===== src/rtl/llr_frame_loader_pkg.sv =====
// Shared constants and sign-magnitude helpers for the SC polar decoder datapath.
// The g/f stages use the same helpers so every stage agrees on the word layout.
package llr_frame_loader_pkg;

  localparam int unsigned BT       = 16;
  localparam int unsigned N        = 8;
  localparam int unsigned SIGN_BIT = BT - 1;
  localparam logic [BT-1:0] MAG_MAX = {1'b0, {(BT - 1){1'b1}}};

  function automatic logic sm_sign(input logic [BT-1:0] w);
    return w[SIGN_BIT];
  endfunction

  function automatic logic [BT-2:0] sm_mag(input logic [BT-1:0] w);
    return w[BT-2:0];
  endfunction

endpackage


===== src/rtl/llr_tc2sm.sv =====
// Combinational two's-complement to sign-magnitude converter.
// The most-negative input has no sign-magnitude image, so it saturates and raises sat_o.
module llr_tc2sm #(
  parameter int unsigned BT = llr_frame_loader_pkg::BT
) (
  input  logic [BT-1:0] tc_i,
  output logic [BT-1:0] sm_o,
  output logic          sat_o
);
  import llr_frame_loader_pkg::*;

  logic [BT-1:0] neg;

  always_comb begin
    neg   = -tc_i;
    sm_o  = tc_i;
    sat_o = 1'b0;
    if (tc_i[BT-1]) begin
      if (tc_i[BT-2:0] == '0) begin
        sm_o  = '1;
        sat_o = 1'b1;
      end else begin
        sm_o = {1'b1, neg[BT-2:0]};
      end
    end
  end

endmodule


===== src/rtl/llr_frame_loader.sv =====
// Serial LLR loader: converts to sign-magnitude and packs N LLRs per frame, with a
// fill buffer feeding an output register so the next frame loads while the decoder works.
module llr_frame_loader #(
  parameter int unsigned BT = llr_frame_loader_pkg::BT,
  parameter int unsigned N  = llr_frame_loader_pkg::N
) (
  input  logic            clk_i,
  input  logic            rst_ni,
  input  logic [BT-1:0]   llr_in_i,
  input  logic            llr_valid_i,
  output logic            llr_ready_o,
  output logic [BT*N-1:0] frame_out_o,
  output logic            frame_valid_o,
  input  logic            frame_ack_i,
  output logic            frame_sat_o
);
  import llr_frame_loader_pkg::*;

  localparam int unsigned CntW = (N > 1) ? $clog2(N) : 1;
  localparam logic [CntW-1:0] SlotMax = CntW'(N - 1);

  logic [N-1:0][BT-1:0] fill_q, fill_d;
  logic [CntW-1:0]      cnt_q, cnt_d;
  logic                 full_q, full_d;
  logic                 acc_q, acc_d;
  logic [BT*N-1:0]      frame_q, frame_d;
  logic                 fv_q, fv_d;
  logic                 fsat_q, fsat_d;

  logic [BT-1:0] sm;
  logic          sat;
  logic          accept;
  logic          xfer;

  llr_tc2sm #(
    .BT (BT)
  ) u_tc2sm (
    .tc_i  (llr_in_i),
    .sm_o  (sm),
    .sat_o (sat)
  );

  assign llr_ready_o = ~full_q;
  assign accept      = llr_valid_i & ~full_q;
  assign xfer        = full_q & (~fv_q | frame_ack_i);

  always_comb begin
    fill_d  = fill_q;
    cnt_d   = cnt_q;
    full_d  = full_q;
    acc_d   = acc_q;
    frame_d = frame_q;
    fv_d    = fv_q;
    fsat_d  = fsat_q;
    // First-received sample lands in the most significant slot.
    if (accept) begin
      fill_d[SlotMax - cnt_q] = sm;
      acc_d                   = acc_q | sat;
      if (cnt_q == SlotMax) begin
        cnt_d  = '0;
        full_d = 1'b1;
      end else begin
        cnt_d = cnt_q + 1'b1;
      end
    end
    // accept and xfer are mutually exclusive: one needs full_q low, the other high.
    if (xfer) begin
      frame_d = fill_q;
      fsat_d  = acc_q;
      fv_d    = 1'b1;
      full_d  = 1'b0;
      acc_d   = 1'b0;
    end else if (frame_ack_i && fv_q) begin
      fv_d = 1'b0;
    end
  end

  always_ff @(posedge clk_i) begin
    if (!rst_ni) begin
      fill_q  <= '0;
      cnt_q   <= '0;
      full_q  <= 1'b0;
      acc_q   <= 1'b0;
      frame_q <= '0;
      fv_q    <= 1'b0;
      fsat_q  <= 1'b0;
    end else begin
      fill_q  <= fill_d;
      cnt_q   <= cnt_d;
      full_q  <= full_d;
      acc_q   <= acc_d;
      frame_q <= frame_d;
      fv_q    <= fv_d;
      fsat_q  <= fsat_d;
    end
  end

  assign frame_out_o   = frame_q;
  assign frame_valid_o = fv_q;
  assign frame_sat_o   = fsat_q;

endmodule


===== config.mk =====
export PLATFORM = sky130hd
export DESIGN_NAME = llr_frame_loader
export DESIGN_NICKNAME = d
export VERILOG_FILES = /design/src/rtl/llr_frame_loader_pkg.sv /design/src/rtl/llr_tc2sm.sv /design/src/rtl/llr_frame_loader.sv
export SDC_FILE = /design/constraint.sdc
export NUM_CORES = 1
export LEC_CHECK = 0
export ABC_AREA = 0
export CORE_MARGIN = 2
export CORE_UTILIZATION = 48
export CTS_CLUSTER_SIZE = 12
export DETAILED_ROUTE_END_ITERATION = 10
export PLACE_DENSITY = 0.72
export SLEW_MARGIN = 10
export SYNTH_ARGS = -nofsm -noshare
export SYNTH_HDL_FRONTEND = slang
export SYNTH_SLANG_ARGS = --single-unit

===== constraint.sdc =====
create_clock -name clk_i -period 5.1 [get_ports clk_i]
set_input_delay 1.02 -clock clk_i [delete_from_list [all_inputs] [get_ports clk_i]]
set_output_delay 1.02 -clock clk_i [all_outputs]
set_load 0.1 [all_outputs]

======== Word-level counts from Yosys, hierarchy flattened ========
Cells that the tools add are included.
word-level totals
  register bits after elaboration ......... 263
  bits in latches ......................... 0
  bits in writable memories ............... 0
  bits in read-only memories .............. 0
  bits of input ports ..................... 20
  output and inout port bits .............. 131
  word-level logic and storage cells ...... 43
  memories ................................ 0
cells by class
  $add $sub $neg .......................... 3
  multipliers ............................. 0
  divide/modulo/power cells ............... 0
  $lt $le $gt $ge ......................... 2
  eq/ne operators ......................... 1
  shift operators ......................... 0
  mux-type cells .......................... 10
  bitwise operators ....................... 7
  reduce and logical (&&, ||, !) cells .... 6
operator list
  operator               count
  $bwmux W128            1
  $demux W16 S3          1
  $mux W16               2
  $logic_not A15 Y1      1
  $mux W15               1
  $neg A15 Y15           1
  $lt A3 B4 Y1 const B   1
  $mux W1                4
  $add A3 B1 Y3 const B  1
  $eq A3 B3 Y1 const B   1
  $ge A3 B1 Y1 const B   1
  $mux W3                1
  $not A1 Y1             3
  $sub A3 B3 Y3 const A  1
  $and A1 B1 Y1          2
  $logic_and A1 B1 Y1    2
  $or A1 B1 Y1           2
  $reduce_and A2 Y1      1
  $reduce_bool A2 Y1     1
  $reduce_or A2 Y1       1

======== Longest topological paths before layout ========
Gate-level depths: netlist (run 1).
  depth in word-level cells ............... 6
  depth in mapped cells ................... 8
  mapped depth without buffers ............ 7

======== By module ========
Synthesis (run 1) repeated with hierarchy kept, for this count alone.
second synthesis, totals
  cell total of the unflattened synthesis .. 1123
  area, all modules ....................... 10172.3 µm²
modules (own cells, without submodules)
  module            instances  cells each  area each (µm²)  seq. area each (µm²)
  llr_frame_loader  1          1054        9743.1           5265.0
  llr_tc2sm         1          69          429.2            0.0

======== Worst setup path before layout (run 1) ========
OpenSTA, ideal clock, no wires.
  path kind ............................... input to register
  start ................................... in llr_in_i[7]
  end ..................................... reg fill_q[28] (netlist name)
  library setup time ...................... 134 ps
  arrival ................................. 2582 ps
  data required time ...................... 4966 ps
  slack ................................... 2385 ps
  cell stages on the path ................. 5
  path buffers ............................ 0
  cells stage by stage .................... or4_4 > or4_4 > o21a_1 > o21ai_4 > o22ai_1
between the ends
  cells in the longest elaborated chain, start to end .. 4
  elaborated cells on any way between the ends .. 5
  those cells by class .................... add/sub: 1; mux: 3; reduce/logical: 1
ends and longest elaborated chain
  what                                               line                              source
  from (decl)                                        llr_frame_loader.sv:9             input logic [BT-1:0] llr_in_i,
  $neg A15 Y15 or $logic_not A15 Y1 (tied branches)  llr_tc2sm.sv:15, llr_tc2sm.sv:19
  $mux W15 (*)                                       llr_tc2sm.sv:19                   if (tc_i[BT-2:0] == '0) begin
  $mux W16 (*)                                       llr_tc2sm.sv:18                   if (tc_i[BT-1]) begin
  $bwmux W128 (*)                                    llr_frame_loader.sv:57            fill_d[SlotMax - cnt_q] = sm;
  to (signal assigned)                               llr_frame_loader.sv:88            fill_q <= fill_d;
  to (decl)                                          llr_frame_loader.sv:22            logic [N-1:0][BT-1:0] fill_q, fill_d;
Mark *: on every way between the ends. The rest lies on a longest branch, timed or not.
A chain may end at the register's enable or synchronous reset.

======== Final worst setup path (run 1) ========
  start ................................... reg full_q
  end ..................................... out llr_ready_o
between the ends
  cells in the longest elaborated chain, start to end .. 1
ends and longest elaborated chain
  what                    line                    source
  from (decl)             llr_frame_loader.sv:24  logic full_q, full_d;
  from (signal assigned)  llr_frame_loader.sv:90  full_q <= full_d;
  $not A1 Y1              llr_frame_loader.sv:43  assign llr_ready_o = ~full_q;
  to (decl)               llr_frame_loader.sv:11  output logic llr_ready_o,
Every way passes these cells.

==> results of run 1 <==
[final cells by class]
type,count,area [sq um],area share
Tap cell,270,338,0.0274
Inverter,5,18.8,0.00152
Timing Repair Buffer,169,1670,0.136
Clock inverter,2,10.0,0.000813
Clock buffer,41,778,0.0632
Sequential cell,263,5270,0.427
Multi-Input combinational cell,773,4240,0.344
[per-stage QoR]
step / hold slack, ns / std cells / instance area [sq um] / utilization / total power, W
2_1_floorplan: 0.431 / 1126 / 9820 / - / 0.00225
3_3_place_gp: 0.442 / 1480 / 11500 / 0.572 / 0.00234
3_5_place_dp: 0.450 / 1480 / 11500 / 0.572 / 0.00234
4_1_cts: 0.459 / 1523 / 12300 / 0.611 / 0.00411
5_1_grt: 0.478 / 1523 / 12300 / 0.611 / 0.00421
6_report: 0.458 / 1523 / 12300 / 0.611 / 0.00409
[where the power goes]
part	leakage (nW)	internal, W	switching (W)
Clock	0.387	0.00104	0.000751
Sequential	2.12	0.00208	0.0000162
Combinational	1.78	0.0000713	0.000134
Total	4.29	0.00319	0.000901
[worst max-delay path by stage]
stage	from	end	slack, ns
global placement	llr_in_i[2]	fill_q[55]	1.35
detailed placement	llr_in_i[2]	fill_q[71]	1.34
global route	full_q	llr_ready_o	1.67
floorplan	llr_in_i[7]	fill_q[28]	2.38
finish	full_q	llr_ready_o	1.72
CTS	full_q	llr_ready_o	1.69
[worst register-to-register path, cell delays in order, from the launching register on]
cell and delay (ns):
sky130_fd_sc_hd__dfxtp_1 0.53, sky130_fd_sc_hd__nand2b_1 0.24, sky130_fd_sc_hd__nor2_1 0.75, sky130_fd_sc_hd__nand2_1 0.36, sky130_fd_sc_hd__o31ai_1 0.28
[cells in the final DEF (no fill, tap or decap), types with 3 or more instances in the layout]
cell type	netlist	layout
sky130_fd_sc_hd__inv_1	5	5
sky130_fd_sc_hd__a21boi_1	6	6
sky130_fd_sc_hd__xnor2_1	5	5
sky130_fd_sc_hd__nor3_1	7	7
sky130_fd_sc_hd__o22ai_1	8	8
sky130_fd_sc_hd__nor2b_1	9	8
sky130_fd_sc_hd__clkbuf_1	80	9
sky130_fd_sc_hd__mux2i_1	7	7
sky130_fd_sc_hd__clkbuf_8	0	5
sky130_fd_sc_hd__or3_1	4	4
sky130_fd_sc_hd__a21boi_0	136	136
sky130_fd_sc_hd__clkdlybuf4s50_1	0	149
sky130_fd_sc_hd__and2_1	11	10
sky130_fd_sc_hd__clkbuf_16	0	27
sky130_fd_sc_hd__a21oi_1	35	35
sky130_fd_sc_hd__dfxtp_1	263	263
sky130_fd_sc_hd__o31ai_1	21	21
sky130_fd_sc_hd__ha_1	3	3
sky130_fd_sc_hd__or4_4	3	3
sky130_fd_sc_hd__o32ai_1	6	6
sky130_fd_sc_hd__nand3_1	48	48
sky130_fd_sc_hd__nand2b_1	3	3
sky130_fd_sc_hd__nand2_1	333	332
sky130_fd_sc_hd__buf_4	0	17
sky130_fd_sc_hd__o211a_1	16	16
sky130_fd_sc_hd__o21ai_0	64	64
sky130_fd_sc_hd__nor2_1	14	14
[cells by family (layout without fill, tap and decap cells)]
group / count (synthesis) / count (layout) / synth area share
compound gates: 306 / 306 / 0.215
xor+xnor: 6 / 6 / 0.00535
fa+ha+maj: 3 / 3 / 0.00382
buf+inv: 90 / 217 / 0.0346
simple gates: 451 / 451 / 0.198
mux: 7 / 7 / 0.00713
flops: 263 / 263 / 0.536
[registers in the layout, indices dropped and copies added, names as in the netlist]
name,count
fill_q,128
frame_out_o,128
cnt_q,3
acc_q,1
frame_sat_o,1
frame_valid_o,1
full_q,1
[metal layers]
layer / wire length [microns] / vias up / GRT usage
met5: 0 / - / 0
met4: 558 / 0 / 0.0639
met3: 1960 / 34 / 0.0413
met2: 11100 / 288 / 0.351
met1: 11600 / 3836 / 0.329
li1: - / 4043 / -
==> results_dict.tcl, run 1 <==
set metrics [dict create \
    hp-start "fill_q[114]" \
    power.density_nw_per_um2 332 \
    r2r_slack_ns 2.85 \
    cts_repair_resize_count 0 \
    grt_setup_unrepaired "false" \
    hold_end "fill_q[114]" \
    wirelength_microns 25200 \
    critical_path_arrival_ns 2.36 \
    syn_area_sq_um 9820 \
    grt_max_degree 126 \
    clkSinkCount 263 \
    synth_ff_type "sky130_fd_sc_hd__dfxtp_1" \
    final.setup.tns_ns 0 \
    vias_per_cell 5.38 \
    unique_cell_type_count_in_the_yosys_netlist 52 \
    cpLargestDelayFamily "buffers and inverters" \
    finalWeightedCongestion 0.838 \
    drtAntennaViolNets 0 \
    top_level_ports 151 \
    drt-initial-drc-count 685 \
    maxCapViolCount 0 \
    die_height_microns 147 \
    critical_path_cell_count 2 \
    finalCriticalPeriod_ns 3.38 \
    cts_max_path_buffers 3 \
    netlist_top_cells_area "sky130_fd_sc_hd__dfxtp_1 (54%), sky130_fd_sc_hd__nand2_1 (13%), sky130_fd_sc_hd__a21boi_0 (10%)" \
    worst-r2r-cell-count 4 \
    start_kind "flop" \
    timing.critical_path.required_ns 4.08 \
    timing.critical_path.cells "inv_1 -> clkdlybuf4s50_1" \
    critical_path_buf_inv_count 2 \
    area_growth_syn_to_layout_pct 25.4 \
    grt_first_pass_wirelength_microns 39800 \
    ys_ff_latch 263 \
    timing.slew.headroom 0.224 \
    die-area_sq_um 21600 \
    syn_nets 1149 \
    coreArea_sq_um 20200 \
    asyncSetResetFlopFracSynth 0 \
    finalNetCount 1262 \
    detailedPlace.worstSlack_ns 1.34 \
    synth_top_area_share 0.536 \
    peakVddDrop_v 0.000243 \
    cts.htree.levels 1 \
    syn_area_per_cell_sq_um 8.73 \
    cp_slowest_cell "sky130_fd_sc_hd__clkdlybuf4s50_1" \
    period_share 0.663 \
    cts-buffers-inserted 27 \
    postCtsSetupBuffers 0 \
    initial_antenna_violation_count 0 \
    initial_core_util 0.487 \
    crit_path_max_fanout 10 \
    rr_endpoint "fill_q[8]" \
    clk_transition_reported_paths_ns 0.06 \
    synth-edff-count 0 \
    yosys.cell_count.top_type "sky130_fd_sc_hd__nand2_1" \
    worst_pin_slew_ns 1.16 \
    globalRouteOverflowTotal 0 \
    overall_routing_resource_usage 0.228 \
    ys_seq_area_frac 0.536 \
    clk-insertion-delay-late_ns 0.52 \
    power.static_leakage_nw 4.29 \
    reg2reg_start "cnt_q[2]" \
    drc_violations_left 0 \
    vias 8201 \
    cts_hold_repair.buffers 0 \
    critPathKind "flop to output port" \
    grt_pass1_vias 7487 \
    yosys_warnings 0 \
    hold_viol_final 0 \
    post_route_cells_drive_above_1_share 0.0591 \
    final-max-slew-violation-count 0 \
    tritoncts "built" \
    setup_slack_ns 1.72 \
    worst_case_clock_skew_ns 0.00610 \
    setup_violations 0 \
    holdCritPathClass "flop to flop" \
    antenna_diodes 0 \
    critical-path-max-stage-delay_ns 1.18 \
    hold_depth 2 \
    fp.dieW_microns 147 \
    clock_tree.root_cell "sky130_fd_sc_hd__clkbuf_16" \
    yosysTopAreaCell "sky130_fd_sc_hd__dfxtp_1" \
    place.port_buffers 150 \
    average_detailed_routed_wire_length_per_instance_microns 16.6 \
    rows 52 \
    fmax_mhz 296 \
    filler_cell_count 1769 \
    netlist_instances 1126 \
    dp.final_hpwl_microns 16000 \
    first_pass_iters 5 \
    run_status "finished clean" \
    yosys-top-cells-count "sky130_fd_sc_hd__nand2_1 (333), sky130_fd_sc_hd__dfxtp_1 (263), sky130_fd_sc_hd__a21boi_0 (136)" \
    cp-end-kind "output port" \
]
Note: power is estimated with default switching activity, not from simulation.
==> inputs of run 2 (changes only) <==
Settings changed: PLACE_DENSITY 0.72 to 0.75.
Clock period 5.1 ns to 2.8 ns, I/O delays scaled along.
==> run 2 against run 1 <==
Net effect: first-iteration DRC count grew 1.9%; clock skew rose by 0.0016 ns; worst hold slack worse by 0.0035 ns; critical path type is now input port to flop; critical endpoint is now fill_q[45].
==> results_dict.tcl, run 2 (synthesized netlist as in run 1, its figures left out) <==
set metrics [dict create \
    filler_cell_count 1795 \
    drtAntennaViolNets 0 \
    cts.htree.levels 1 \
    fmax_mhz 404 \
    area_growth_syn_to_layout_pct 25.4 \
    final-max-slew-violation-count 0 \
    cp-end-kind "flop" \
    run_status "finished clean" \
    peakVddDrop_v 0.000522 \
    rows 52 \
    tritoncts "built" \
    timing.slew.headroom 0.241 \
    hp-start "fill_q[2]" \
    dp.final_hpwl_microns 16800 \
    setup_slack_ns 0.326 \
    finalCriticalPeriod_ns 2.47 \
    die-area_sq_um 21600 \
    rr_endpoint "fill_q[125]" \
    final.setup.tns_ns 0 \
    wirelength_microns 25600 \
    initial_core_util 0.487 \
    finalWeightedCongestion 0.886 \
    fp.dieW_microns 147 \
    hold_end "fill_q[2]" \
    power.density_nw_per_um2 613 \
    vias 8337 \
    period_share 0.884 \
    reg2reg_start "cnt_q[0]" \
    clk-insertion-delay-late_ns 0.52 \
    postCtsSetupBuffers 0 \
    coreArea_sq_um 20200 \
    overall_routing_resource_usage 0.232 \
    top_level_ports 151 \
    worst_pin_slew_ns 1.13 \
    detailedPlace.worstSlack_ns -0.157 \
    clkSinkCount 263 \
    cts_repair_resize_count 0 \
    drc_violations_left 0 \
    cts_hold_repair.buffers 0 \
    timing.critical_path.required_ns 3.22 \
    antenna_diodes 0 \
    worst-r2r-cell-count 5 \
    cpLargestDelayFamily "simple AND/OR/NAND/NOR gates" \
    critical_path_arrival_ns 2.90 \
    grt_pass1_vias 7698 \
    cts_max_path_buffers 3 \
    place.port_buffers 150 \
    crit_path_max_fanout 8 \
    globalRouteOverflowTotal 0 \
    initial_antenna_violation_count 1 \
    final_common_cell "sky130_fd_sc_hd__nand2_1" \
    grt_first_pass_wirelength_microns 40800 \
    r2r_slack_ns 1.00 \
    worst_case_clock_skew_ns 0.00771 \
    start_kind "input port" \
    power.static_leakage_nw 4.75 \
    layout.cells.most_common_list "sky130_fd_sc_hd__nand2_1 (332), sky130_fd_sc_hd__dfxtp_1 (263), sky130_fd_sc_hd__buf_4 (177)" \
    average_detailed_routed_wire_length_per_instance_microns 16.5 \
    die_height_microns 147 \
    post_route_cells_drive_above_1_share 0.184 \
    critical-path-max-stage-delay_ns 0.55 \
    holdCritPathClass "flop to flop" \
    grt_setup_unrepaired "false" \
    hold_viol_final 0 \
    critPathKind "input port to flop" \
    maxCapViolCount 0 \
    timing.critical_path.cells "clkdlybuf4s50_1 -> or4_4 -> buf_4 -> o41a_1 -> and2_0 -> o32ai_1" \
    dp_cells 1514 \
    cts-buffers-inserted 27 \
    drt-initial-drc-count 698 \
    cp_slowest_cell "sky130_fd_sc_hd__or4_4" \
    clk_transition_reported_paths_ns 0.06 \
    critical_path_buf_inv_count 2 \
    finalNetCount 1296 \
    grt_max_degree 94 \
    finalNonFillerCells 1557 \
    clock_tree.root_cell "sky130_fd_sc_hd__clkbuf_16" \
    hold_depth 2 \
    setup_violations 0 \
    critical_path_cell_count 6 \
    vias_per_cell 5.35 \
    finalHoldWorstSlack_ns 0.455 \
    first_pass_iters 5 \
]
-- run 2: cell count changes in the layout (fill, tap and decap cells not counted), sizes merged --
cell / before / now
bufinv: 0 / 1
clkdlybuf4s50: 149 / 18
clkinv: 2 / 1
buf: 20 / 185
-- run 2: where the power goes --
group	leakage [nW]	total (W)	internal [W]	switching (W)
Clock	0.391	0.00332	0.00195	0.00137
Sequential	2.12	0.00382	0.00379	0.0000282
Combinational	2.24	0.000410	0.000157	0.000253
Total	4.75	0.00755	0.00590	0.00165
-- run 2: worst max-delay path by stage --
stage                      from          to  slack, ns
floorplan           llr_in_i[7]  fill_q[28]       0.54
global placement    llr_in_i[7]  fill_q[45]      -0.09
detailed placement  llr_in_i[7]  fill_q[29]      -0.16
CTS                 llr_in_i[7]  fill_q[45]       0.38
global route        llr_in_i[1]  fill_q[43]       0.26
finish              llr_in_i[7]  fill_q[45]       0.33
-- run 2: final cells by class --
class / instances / area, sq um / area share
Tap cell: 270 / 338 / 0.0274
Timing Repair Buffer: 203 / 1660 / 0.135
Clock inverter: 2 / 35.0 / 0.00284
Clock buffer: 41 / 768 / 0.0624
Multi-Input combinational cell: 773 / 4230 / 0.344
Inverter: 5 / 18.8 / 0.00152
Sequential cell: 263 / 5270 / 0.427
-- run 2: worst min-delay path: stages, from the launching register on --
cell                       delay, ns
sky130_fd_sc_hd__dfxtp_1        0.31
sky130_fd_sc_hd__nand2_1        0.05
sky130_fd_sc_hd__a21boi_1       0.05
-- run 2: routing by layer --
| metal | GRT usage | wire (microns) | share of wire |
|---|---|---|---|
| met2 | 0.357 | 11500 | 0.45 |
| met1 | 0.339 | 11700 | 0.46 |
| met5 | 0 | 0 | 0 |
| met3 | 0.0416 | 1940 | 0.076 |
| met4 | 0.0553 | 490 | 0.019 |
-- run 2: stage by stage --
step                 util  instance area, sq um  total power [W]
finish              0.611                 12300          0.00755
global route        0.611                 12300          0.00780
CTS                 0.611                 12300          0.00759
detailed placement  0.571                 11500          0.00430
global placement    0.571                 11500          0.00430
floorplan               -                  9820          0.00411
